`src/rtl/idle_generator.sv`:
```
// Aurora 8B/10B idle-sequence generator for one TX lane: /A/ at LFSR-driven spacing, /K/ and /R/ fill.
// Build option IDLE_GEN_RANDOM_KR_EN selects LFSR-chosen K/R fill; default is strict K,R alternation.
module idle_generator #(
  parameter logic [6:0] LFSR_SEED = 7'h5A,
  parameter int         A_MIN     = 16
) (
  input  logic clk,
  input  logic rst_n,
  input  logic send_idle,
  output logic send_K,
  output logic send_A,
  output logic send_R
);

  // A zero seed would lock the LFSR, so it is replaced at elaboration time.
  localparam logic [6:0] SEED_EFF      = (LFSR_SEED == 7'h00) ? 7'h01 : LFSR_SEED;
  localparam logic [4:0] A_RELOAD_BASE = 5'(A_MIN - 1);

  logic [6:0] lfsr_q, lfsr_d;
  logic [4:0] a_cnt_q, a_cnt_d;
  logic       send_k_q, send_k_d;
  logic       send_a_q, send_a_d;
  logic       send_r_q, send_r_d;
  logic       fill_k;

`ifndef IDLE_GEN_RANDOM_KR_EN
  logic       tog_q, tog_d;
`endif

`ifdef IDLE_GEN_RANDOM_KR_EN
  assign fill_k = lfsr_q[0];
`else
  assign fill_k = ~tog_q;
`endif

  always_comb begin
    // NOTE: every signal gets a default before any branch so no latch can be inferred.
    lfsr_d   = lfsr_q;
    a_cnt_d  = a_cnt_q;
    send_k_d = 1'b0;
    send_a_d = 1'b0;
    send_r_d = 1'b0;
`ifndef IDLE_GEN_RANDOM_KR_EN
    tog_d    = tog_q;
`endif

    if (lfsr_q == 7'h00) begin
      lfsr_d = 7'h01;
    end else if (send_idle) begin
      lfsr_d = {lfsr_q[5:0], lfsr_q[6] ^ lfsr_q[5]};
    end

    if (send_idle) begin
      if (a_cnt_q == 5'd0) begin
        send_a_d = 1'b1;
        a_cnt_d  = A_RELOAD_BASE + {1'b0, lfsr_q[3:0]};
      end else begin
        a_cnt_d  = a_cnt_q - 5'd1;
        send_k_d = fill_k;
        send_r_d = ~fill_k;
`ifndef IDLE_GEN_RANDOM_KR_EN
        tog_d    = ~tog_q;
`endif
      end
    end
  end

  always_ff @(posedge clk or negedge rst_n) begin
    if (!rst_n) begin
      lfsr_q   <= SEED_EFF;
      a_cnt_q  <= 5'd0;
      send_k_q <= 1'b0;
      send_a_q <= 1'b0;
      send_r_q <= 1'b0;
    end else begin
      // NOTE: state registers use non-blocking assignments so all flops update from pre-edge values.
      lfsr_q   <= lfsr_d;
      a_cnt_q  <= a_cnt_d;
      send_k_q <= send_k_d;
      send_a_q <= send_a_d;
      send_r_q <= send_r_d;
    end
  end

`ifndef IDLE_GEN_RANDOM_KR_EN
  always_ff @(posedge clk or negedge rst_n) begin
    if (!rst_n) tog_q <= 1'b0;
    else        tog_q <= tog_d;
  end
`endif

  assign send_K = send_k_q;
  assign send_A = send_a_q;
  assign send_R = send_r_q;

endmodule

```
`config.mk`:
```
export PLATFORM = sky130hd
export DESIGN_NAME = idle_generator
export DESIGN_NICKNAME = d
export VERILOG_FILES = /design/src/rtl/idle_generator.sv
export SDC_FILE = /design/constraint.sdc
export NUM_CORES = 1
export LEC_CHECK = 0
export BUFFER_PORTS_ARGS = -buffer_cell sky130_fd_sc_hd__clkbuf_2
export CORE_ASPECT_RATIO = 1.1
export CORE_MARGIN = 2
export CORE_UTILIZATION = 50
export DETAILED_ROUTE_END_ITERATION = 12
export PLACE_DENSITY = 0.68
export SLEW_MARGIN = 20
export SYNTH_ARGS = -nofsm -noshare
export SYNTH_HDL_FRONTEND = slang
export SYNTH_SLANG_ARGS = --single-unit
```
`constraint.sdc`:
```
create_clock -name clk -period 3.8 [get_ports clk]
set_input_delay 0.38 -clock clk [delete_from_list [all_inputs] [get_ports clk]]
set_output_delay 0.38 -clock clk [all_outputs]
set_load 0.005 [all_outputs]
```
==> results.py <==
metrics = {
    "grt": {
        "grt_max_degree": 19,
        "grt_pass1_vias": 482,
        "overflow": 0,
        "grt_usage_pct": 15.0,
        "grt_pass1_wl_mm": 2.14,
        "grt_antenna_before_repair": 0,
    },
    "power": {
        "cellLeakagePower_nw": 0.396,
        "peakVddDrop_mv": 0.332,
        "seqPwrFrac_pct": 53.9,
        "power.density_nw_per_um2": 747,
        "p_comb_share_pct": 31.7,
        "clkPwrFrac_pct": 14.4,
        "p_int_mw": 0.415,
        "swShare_pct": 34.3,
        "switchingPower_mw": 0.216,
    },
    "clock_network": {
        "cts_sinks": 16,
        "cts_made_buffers": 3,
        "clk_pin_slew_worst_paths_ps": 90,
        "cts-root-to-sink-buffers": 2,
        "cts_root_buf": "clkbuf_4",
        "cts_tree": "yes",
        "clkLatencyLatePin_ps": 280,
        "hold_buffers": 0,
        "cts_resized": 0,
        "post_cts_buffers": 0,
        "cts.htree.levels": 1,
    },
    "routing": {
        "vias": 492,
        "met2RoutedLength_um": 504,
        "dr.max_layer_used": "met4",
        "wl_per_cell_um": 12.8,
        "drt_iter0_drc": 4,
        "antenna_left": 0,
        "drcViolationCount": 0,
        "first_pass_iters": 3,
        "route.met3.wl_um": 32,
        "viasPerCell": 5.41,
        "wl_met1_um": 614,
        "wl_mm": 1.16,
    },
    "sta": {
        "setup-tns-final_ps": 0,
        "fin_crit_sh_pct": 40.5,
        "finalSetupViolations": 0,
        "hold_viol": 8,
        "period_minus_slack_ps": 1540,
        "max_slew_margin_pct": 74.6,
        "whs_ps": -7.91,
        "rsz0062_at_grt": "false",
        "slew_viol_final": 0,
        "worst_slew_pin_slew_ps": 381,
        "skew_ps": 11.9,
        "max_freq_ghz": 0.649,
    },
    "critical_path": {
        "cp.required_ps": 3980,
        "cp_max_fo": 4,
        "cp-start-kind": "flop",
        "cpPeakStageDelay_ps": 500,
        "crit_chain": "inv_1 -> ha_1 -> or4b_4 -> o211ai_2 -> o21ai_1",
        "endpoint_kind": "flop",
        "crit_arrival_ps": 1720,
        "r2r_setup_slack_ps": 2260,
        "crit_path_top_delay_cell": "or4b_4",
        "critPathKind": "reg2reg",
    },
    "hold_path": {
        "hold_class": "in2async",
    },
    "placed_design": {
        "port_buffers": 5,
        "gp_congestion": 0.781,
        "place_hpwl_um": 879,
        "placedInstanceArea_um2": 818,
    },
    "layout": {
        "layout_common_cells": "dfrtp_1, nor2_1, inv_1, clkbuf_2",
        "nets": 82,
        "fin_area_um2": 845,
        "final_common_cell": "dfrtp_1",
        "diodes": 0,
        "syn2layout_area_growth_pct": 7.83,
        "drive_gt1_share_pct": 28.0,
    },
    "yosys": {
        "syn_area_um2": 783,
        "synth_seq_cells": 16,
        "syn_nets": 74,
        "syn_area_per_cell_um2": 11.5,
        "synth_cell_type_count": 28,
        "seq_area_frac_synth_pct": 51.8,
        "synth_cells": 68,
        "yosysWarnings": 0,
    },
    "status": {
        "violations": "negative hold slack",
        "status": "complete, but fails checks",
    },
    "die": {
        "core_area_um2": 1420,
        "io_pins": 6,
        "dieWidth_um": 41.7,
        "start_util_pct": 55.2,
        "rows": 14,
        "dieArea_um2": 1900,
        "die_y_um": 45.5,
    },
    "flow_run": {
        "drv_cap": 0,
    },
}
-- path summary, 6_finish.rpt --
path | startpoint | to | cells after the start
worst max register to register | a_cnt_q[0]$_DFFE_PN0P_ | a_cnt_q[0]$_DFFE_PN0P_ | 5
worst max-delay path | a_cnt_q[0]$_DFFE_PN0P_ | a_cnt_q[0]$_DFFE_PN0P_ | 5
worst min-delay path | rst_n | send_R$_DFF_PN0_ | 1
worst min register to register | tog_q$_DFFE_PN0P_ | send_K$_DFF_PN0_ | 1
min in group clk | tog_q$_DFFE_PN0P_ | send_K$_DFF_PN0_ | 1
max in group asynchronous | rst_n | lfsr_q[6]$_DFFE_PN1P_ | 1
-- state kept, by name, summed over array words and instances, names as in the netlist --
signal	count
send_K	1
send_A	1
lfsr_q	7
tog_q	1
a_cnt_q	5
send_R	1
-- per-stage QoR --
step | util (%) | total power, mW | worst slack [ps] | instances
after CTS | 59.5 | 0.637 | 2260 | 91
after global placement | 57.7 | 0.538 | 2330 | 87
after global routing | 59.5 | 0.690 | 2170 | 91
final | 59.5 | 0.631 | 2260 | 91
after floorplan | - | 0.490 | 2370 | 68
after detailed placement | 57.7 | 0.547 | 2270 | 87
-- critical path, delay by kind of cell, from the launching register on --
kind / cells / cell delay, ps
DFF: 1 / 390
buffers and inverters: 1 / 110
AOI/OAI and AO/OA: 2 / 230
and+or+nand+nor: 1 / 500
adders and majority gates: 1 / 210
-- per-layer routing --
layer | vias up | global-route usage [%]
met3 | 2 | 2.38
met4 | 0 | 5.81
met1 | 230 | 21.7
li1 | 250 | -
met5 | - | 0
met2 | 10 | 22.8
-- cells in the mapped netlist --
master      n  area, um^2
nand4bb_1   1        11.3
inv_1       5        18.8
a21oi_1     2        10.0
buf_2       2        10.0
a21o_1      2        15.0
mux2_2      4        45.0
nor3_1      3        15.0
and3_1      2        12.5
o211ai_2    1        12.5
nand2_1     1        3.75
ha_1        3        37.5
dfrtp_1    12         300
o21ai_0     1        5.00
and4b_1     1        10.0
mux2i_1     2        20.0
nor4b_2     1        15.0
o21ai_1     2        10.0
dfstp_2     4         105
xor2_1      1        8.76
or2_2       1        6.26
or2_1       1        6.26
nand2_2     1        6.26
a221oi_1    1        8.76
xnor2_1     4        35.0
nor2_1      7        26.3
a21boi_0    1        7.51
or4b_4      1        13.8
a211oi_1    1        7.51
-- layout make-up --
class	instances	area [um^2]
fillers	115	574
flip-flops and latches	16	405
multi-input cells	45	349
clock buffers	4	26.3
repair buffers	5	25.0
well taps	16	20.0
inverters	5	18.8
-- cells by family after synthesis --
family	after synthesis	synth area share, %
flip-flops	16	51.8
AO/OA/AOI/OAI	11	9.74
adder cells (fa/ha/maj)	3	4.79
buffers and inverters	7	3.67
XOR/XNOR	5	5.59
AND/OR/NAND/NOR	20	16.1
multiplexers	6	8.31
-- power by group through the flow --
| stage | Clock (mW) | Sequential, mW | Combinational, mW |
|---|---|---|---|
| finish | 0.0909 | 0.340 | 0.200 |
| global route | 0.103 | 0.355 | 0.232 |
| CTS | 0.0932 | 0.340 | 0.203 |
| detailed placement | 0 | 0.344 | 0.203 |
| global placement | 0 | 0.341 | 0.197 |
| floorplan | 0 | 0.324 | 0.167 |
No activity file was read; power rests on OpenSTA's default activity.
